$ cat config.mk
export PLATFORM = sky130hd
export DESIGN_NAME = fx_requant_sat_flat
export DESIGN_NICKNAME = d
export VERILOG_FILES = /design/src/rtl/fx_requant_sat_if.sv /design/src/rtl/fx_requant_sat.sv /design/src/flat_wrapper.sv
export SDC_FILE = /design/constraint.sdc
export NUM_CORES = 1
export LEC_CHECK = 0
export BUFFER_PORTS_ARGS = -buffer_cell sky130_fd_sc_hd__buf_2
export CAP_MARGIN = 30
export CORE_MARGIN = 3
export CORE_UTILIZATION = 52
export DETAILED_ROUTE_END_ITERATION = 8
export PLACE_DENSITY_LB_ADDON = 0.1
export SLEW_MARGIN = 20
export SYNTH_ARGS = -nofsm -noshare
export SYNTH_HDL_FRONTEND = slang
export SYNTH_SLANG_ARGS = --single-unit
$ cat constraint.sdc
create_clock -name clk -period 1.9 [get_ports clk]
set_input_delay 0.095 -clock clk [delete_from_list [all_inputs] [get_ports clk]]
set_output_delay 0.095 -clock clk [all_outputs]
set_load 0.1 [all_outputs]
$ cat src/rtl/fx_requant_sat_if.sv
// Streaming handshake bundle for fx_requant_sat: sample in, requantized sample out,
// plus the saturation status and clear.
interface fx_requant_sat_if #(
   parameter int IW = 16,
   parameter int OW = 12
);
   logic [IW-1:0] i_data;
   logic          i_valid;
   logic          o_ready;
   logic [OW-1:0] o_data;
   logic          o_valid;
   logic          i_ready;
   logic          o_sat;
   logic          o_sat_sticky;
   logic [7:0]    o_sat_cnt;
   logic          i_clr;

   modport slave (
      input  i_data, i_valid, i_ready, i_clr,
      output o_ready, o_data, o_valid, o_sat, o_sat_sticky, o_sat_cnt
   );

   modport master (
      output i_data, i_valid, i_ready, i_clr,
      input  o_ready, o_data, o_valid, o_sat, o_sat_sticky, o_sat_cnt
   );
endinterface

$ cat src/rtl/fx_requant_sat.sv
// Two-stage requantizer: round-half-up drop of FRAC_DROP LSBs, then saturate to OW bits,
// with a stalling valid/ready pipeline and a saturation event counter.
module fx_requant_sat #(
   parameter int IW        = 16,
   parameter int OW        = 12,
   parameter int FRAC_DROP = 2
) (
   input logic           clk,
   input logic           rst_n,
   fx_requant_sat_if.slave bus
);

   localparam int RW = IW + 1;
   localparam logic signed [RW-1:0] HALF  = RW'(1 << (FRAC_DROP - 1));
   localparam logic signed [RW-1:0] MAX_R = RW'((1 << (OW - 1)) - 1);
   localparam logic signed [RW-1:0] MIN_R = RW'(-(1 << (OW - 1)));

   logic signed [RW-1:0] ext_w;
   logic signed [RW-1:0] sum_w;
   logic signed [RW-1:0] r_d;
   logic signed [RW-1:0] r_q;
   logic                 v1_q;

   logic [OW-1:0]        data_d;
   logic [OW-1:0]        data_q;
   logic                 sat_d;
   logic                 sat_q;
   logic                 v2_q;

   logic [7:0]           cnt_d;
   logic [7:0]           cnt_q;
   logic                 sticky_d;
   logic                 sticky_q;

   logic                 en;
   logic                 out_xfer;

   // The whole pipeline advances together; a stalled output freezes S1 as well.
   assign en       = !v2_q || bus.i_ready;
   assign out_xfer = v2_q && bus.i_ready;

   // One extra bit of headroom keeps the rounding add from wrapping at the positive limit.
   assign ext_w = RW'(signed'(bus.i_data));
   assign sum_w = ext_w + HALF;
   assign r_d   = sum_w >>> FRAC_DROP;

   // NOTE: every output of a combinational block gets a default first, so no path infers a latch.
   always_comb begin
      data_d = r_q[OW-1:0];
      sat_d  = 1'b0;
      if (r_q > MAX_R) begin
         data_d = MAX_R[OW-1:0];
         sat_d  = 1'b1;
      end else if (r_q < MIN_R) begin
         data_d = MIN_R[OW-1:0];
         sat_d  = 1'b1;
      end
   end

   // NOTE: state registers use non-blocking assignments so all stages sample pre-edge values.
   always_ff @(posedge clk) begin
      if (!rst_n) begin
         v1_q   <= 1'b0;
         r_q    <= '0;
         v2_q   <= 1'b0;
         data_q <= '0;
         sat_q  <= 1'b0;
      end else if (en) begin
         v1_q   <= bus.i_valid;
         r_q    <= r_d;
         v2_q   <= v1_q;
         data_q <= data_d;
         sat_q  <= sat_d;
      end
   end

   // Clear takes priority over a clipped transfer in the same cycle.
   always_comb begin
      cnt_d    = cnt_q;
      sticky_d = sticky_q;
      if (bus.i_clr) begin
         cnt_d    = '0;
         sticky_d = 1'b0;
      end else if (out_xfer && sat_q) begin
         sticky_d = 1'b1;
         if (cnt_q != 8'hFF) cnt_d = cnt_q + 8'd1;
      end
   end

   always_ff @(posedge clk) begin
      if (!rst_n) begin
         cnt_q    <= '0;
         sticky_q <= 1'b0;
      end else begin
         cnt_q    <= cnt_d;
         sticky_q <= sticky_d;
      end
   end

   assign bus.o_ready      = en;
   assign bus.o_valid      = v2_q;
   assign bus.o_data       = data_q;
   assign bus.o_sat        = sat_q;
   assign bus.o_sat_cnt    = cnt_q;
   assign bus.o_sat_sticky = sticky_q;

endmodule

$ cat src/flat_wrapper.sv
// flat-port wrapper written by rule: the top's interface ports become plain ports
module fx_requant_sat_flat 
#(
   parameter int IW        = 16,
   parameter int OW        = 12,
   parameter int FRAC_DROP = 2
)
  (clk, rst_n, bus_i_data, bus_i_valid, bus_i_ready, bus_i_clr, bus_o_ready, bus_o_data, bus_o_valid, bus_o_sat, bus_o_sat_sticky, bus_o_sat_cnt);
  fx_requant_sat_if #(.IW(IW), .OW(OW)) bus_i ();
  input logic clk;
  input logic rst_n;
  input wire logic [$bits(bus_i.i_data)-1:0] bus_i_data;
  input wire logic [$bits(bus_i.i_valid)-1:0] bus_i_valid;
  input wire logic [$bits(bus_i.i_ready)-1:0] bus_i_ready;
  input wire logic [$bits(bus_i.i_clr)-1:0] bus_i_clr;
  output wire logic [$bits(bus_i.o_ready)-1:0] bus_o_ready;
  output wire logic [$bits(bus_i.o_data)-1:0] bus_o_data;
  output wire logic [$bits(bus_i.o_valid)-1:0] bus_o_valid;
  output wire logic [$bits(bus_i.o_sat)-1:0] bus_o_sat;
  output wire logic [$bits(bus_i.o_sat_sticky)-1:0] bus_o_sat_sticky;
  output wire logic [$bits(bus_i.o_sat_cnt)-1:0] bus_o_sat_cnt;
  assign bus_i.i_data = bus_i_data;
  assign bus_i.i_valid = bus_i_valid;
  assign bus_i.i_ready = bus_i_ready;
  assign bus_i.i_clr = bus_i_clr;
  assign bus_o_ready = bus_i.o_ready;
  assign bus_o_data = bus_i.o_data;
  assign bus_o_valid = bus_i.o_valid;
  assign bus_o_sat = bus_i.o_sat;
  assign bus_o_sat_sticky = bus_i.o_sat_sticky;
  assign bus_o_sat_cnt = bus_i.o_sat_cnt;
  fx_requant_sat #(.IW(IW), .OW(OW), .FRAC_DROP(FRAC_DROP)) u_core (.clk(clk), .rst_n(rst_n), .bus(bus_i));
endmodule
* Word level (Yosys, flattened, before mapping)
Cells that the tools add are included.
Operators by class: reductions and logical operators 6, bitwise operators 1, add/subtract/negate cells 2, muxes and demuxes 4, equal/unequal tests 1, order comparisons 2
Operator list (number):
- $mux W12 | 2
- $add A16 B3 Y17 const B | 1
- $gt A15 B12 Y1 const B | 1
- $lt A15 B12 Y1 const B | 1
- $add A8 B1 Y8 const B | 1
- $ne A8 B8 Y1 const B | 1
- $logic_and A1 B1 Y1 | 2
- $mux W1 | 2
- $reduce_and A2 Y1 | 1
- $reduce_or A2 Y1 | 1
- $logic_not A1 Y1 | 1
- $logic_or A1 B1 Y1 | 1
- $not A1 Y1 | 1
Word-level totals: logic and storage cells 23, bits of input ports 21, output and inout bits 24, register bits after elaboration 39

* Logic depth before layout (Yosys ltp)
depth in word-level cells 3, gate-level depth with buffers 6, depth with buffers taken out 5

* Least setup slack after synthesis
No wires, ideal clock.
kind flip-flop to flip-flop, from register u_core.v2_q, in the netlist u_core.bus.o_valid, to register u_core.r_q[10], clock period less this slack 2.459 ns, cell stages (with the launch flop) 5, path slack -0.559 ns, buffers on the path 1, data arrival time 2.277 ns, required time 1.718 ns, setup time 0.182 ns, path through dfxtp_1 and2b_1 inv_2 clkbuf_1 a21oi_1
On the way: word-level cells in the longest chain between the ends 2
Ends and longest elaborated chain:
- start, declared | RTL line fx_requant_sat.sv:28 | logic v2_q;
- start signal, assigned | RTL line fx_requant_sat.sv:71 | v2_q <= v1_q;
- $logic_not A1 Y1 | RTL line fx_requant_sat.sv:39 | assign en = !v2_q || bus.i_ready;
- $logic_or A1 B1 Y1 | RTL line fx_requant_sat.sv:39
- net bus_o_ready | RTL line flat_wrapper.sv:16 | output wire logic [$bits(bus_i.o_ready)-1:0] bus_o_ready;
- end signal, assigned | RTL line fx_requant_sat.sv:70 | r_q <= r_d;
- end, declared | RTL line fx_requant_sat.sv:21 | logic signed [RW-1:0] r_q;
The timed path passes the listed nets, and every way through them passes these cells. A chain may end at the register's enable or synchronous reset.

* Worst setup path after layout
from register u_core.v2_q, in the netlist u_core.bus.o_valid, to output bus_o_ready
On the way: word-level cells in the longest chain between the ends 2
Ends and longest elaborated chain (RTL line):
- $logic_not A1 Y1 | fx_requant_sat.sv:39
- $logic_or A1 B1 Y1 | fx_requant_sat.sv:39
- end, declared | flat_wrapper.sv:16
No other way between the ends.

==> results.json <==
{
  "status": "completed",
  "final.period_utilization_pct": 83.7,
  "startpoint_type": "flop",
  "design.die.area_um2": 4170,
  "path_max_fanout": 29,
  "hpwl_um": 2720,
  "die_h_um": 64.6,
  "drive_above_1_share_pct": 27.5,
  "cts_sinks": 39,
  "p_leak_uw": 0.000893,
  "final-setup-viol-count": 0,
  "htreeDepth": 2,
  "antenna_left": 0,
  "critical_path_arrival_ns": 1.49,
  "dr.pass1.iters": 4,
  "syn2layout_area_growth_pct": 20.4,
  "antenna_found_initial": 0,
  "synth_edf_count": 0,
  "overflow": 0,
  "wl_um": 3810,
  "first_global_vias": 1530,
  "viasPerCell": 5.36,
  "postCtsHoldBufs": 0,
  "clock-root-buffer": "clkbuf_4",
  "clk_pin_slew_worst_paths_ns": 0.11,
  "clk_latency_ns": 0.34,
  "die_width_um": 64.6,
  "post-route-min-period_ns": 1.59,
  "synthFlopType": "dfxtp_1",
  "cts_tree": "built",
  "port-buffer-count": 43,
  "netlist.area_leader.share_pct": 43.8,
  "synth.distinct_cells": 36,
  "slew_viol_final": 0,
  "crit_chain": "and2b_1 -> inv_2 -> buf_4 -> buf_12",
  "drv_cap": 0,
  "synth-seq-cells": 39,
  "cts_resized": 0,
  "num_rows": 20,
  "io_pins": 45,
  "setup_tns_ns": 0,
  "clock_path_buffers": 2,
  "r2r_cells": 5,
  "grt_pass1_wl_um": 6570,
  "cpMaxStageDelayCell": "dfxtp_2",
  "antenna_cells": 0,
  "numCtsBuffers": 5,
  "drcViolationCount": 0,
  "synth.area.top_cells": "dfxtp_1, a21oi_1, o21ai_0, xnor2_1, nor2_1",
  "synth-seq-area-share_pct": 43.8,
  "core_region_area_um2": 3150,
  "wl_met2_um": 1770,
  "syn_area_per_cell_um2": 8.46,
  "wl_met3_um": 146,
  "worst_pin_slew_ns": 0.946,
  "syn-cell-area_um2": 1780,
  "post_cts_buffers": 0,
  "grt_start_max_net_pins": 30,
  "cp-end-kind": "primary output",
  "finalHoldViolations": 0,
  "wl_per_cell_um": 12.7,
  "yosysWarnings": 0,
  "routed.top_layer": "met4",
  "slew_headroom_pct": 36.5,
  "synth_top_area_cell": "dfxtp_1",
  "first_iter_violations": 63,
  "fmax_mhz": 629,
  "synth_cells": 211,
  "layout.nets": 277,
  "power_density_nw_per_um2": 896,
  "initial_core_util_pct": 56.6,
  "gp_congestion": 0.838,
  "hold_depth": 3,
  "vias": 1604,
  "cp.required_ns": 1.80,
  "hold_path_class": "in -> reg",
  "path_class": "reg -> out",
  "rsz0062_at_grt": "no",
  "synthArstFlopShare_pct": 0,
  "crit_path_max_incr_delay_ns": 0.35,
  "wl_met1_um": 1860,
  "groute.usage.overall_pct": 19.7,
  "synth_fp_nets": 234,
  "power.total_uw": 1930,
  "max-vdd-ir-drop_v": 0.000697,
  "fin_skew_ns": 0.00921
}
## cell type report
class                           instances  area [µm²]
Multi-Input combinational cell        157         946
Timing Repair Buffer                   46         253
Clock buffer                            6        51.3
Clock inverter                          2        35.0
Inverter                                5        18.8
Fill cell                             277        1000
Tap cell                               44        55.1
Sequential cell                        39         790
## layer usage
layer | vias up | track usage (%)
met1 | 736 | 24.5
met2 | 23 | 33.5
li1 | 840 | -
met5 | - | 0
met3 | 5 | 5.03
met4 | 0 | 5.54
## path summary, 6_finish.rpt
check	from	to	slack (ns)
max	u_core.bus.o_valid	bus_o_ready	0.31
min	bus_i_valid	u_core.v1_q	0.007
max reg2reg	u_core.bus.o_sat_cnt[0]	u_core.bus.o_sat_cnt[1]	0.36
min reg2reg	u_core.bus.o_data[11]	u_core.bus.o_data[11]	0.46
## worst max-delay path: cells and delay by family (launching register included)
family | cells | cell delay (ns)
and+or+nand+nor | 1 | 0.24
buffers and inverters | 3 | 0.56
DFF | 1 | 0.35
## synthesized netlist by cell type (all sizes together), types with 3 or more instances
master  number
a21oi       25
nor2        22
o211a        3
nand4        5
xnor2       11
inv          5
nor3         9
xor2         3
dfxtp       39
o21ai       24
nor4         5
nand2       18
a21boi       3
clkbuf       9
nand3       10
## registers in the layout, indices dropped and copies added (netlist names)
signal                   cells
u_core.bus.o_data           12
u_core.bus.o_sat             1
u_core.bus.o_sat_cnt         8
u_core.bus.o_sat_sticky      1
u_core.bus.o_valid           1
u_core.r_q                  15
u_core.v1_q                  1
## stage by stage
stage	setup slack, ns	utilization [%]	area (µm²)	hold WS (ns)	instances
after floorplan	0.0229	-	1790	0.242	211
after global placement	0.374	65.4	2060	0.360	291
after detailed placement	0.389	65.4	2060	0.370	291
after CTS	0.294	68.1	2150	0.00579	299
after global routing	0.215	68.1	2150	0.00740	299
final	0.311	68.1	2150	0.00697	299
## cell usage in the layout, fill, tap and decap left out, types with 5 or more instances in the layout
master,count
xnor2_1,11
dfxtp_1,32
nand3_1,9
o21ai_0,23
clkbuf_4,5
nor3_1,9
nor2_1,22
a21oi_1,25
dfxtp_2,7
buf_2,42
nand2_1,17
## power by group
group | switching (µW) | internal [µW] | leakage (µW)
logic | 348 | 95.2 | 0.000519
registers | 27.7 | 873 | 0.000326
clock network | 271 | 311 | 0.0000482
total | 646 | 1280 | 0.000893
## cells by family (layout without fill, tap and decap cells)
family                     Yosys count  in the layout  share of synthesized area [%]
AOI/OAI and AO/OA                   62             62                           19.9
xor gates and xnor gates            14             14                           6.87
and+or+nand+nor                     77             77                           23.7
DFF                                 39             39                           43.8
buffers and inverters               15             59                           3.22
muxes                                2              2                           1.12
adders and majority gates            2              2                           1.40
(Power assumes the default switching activity.)
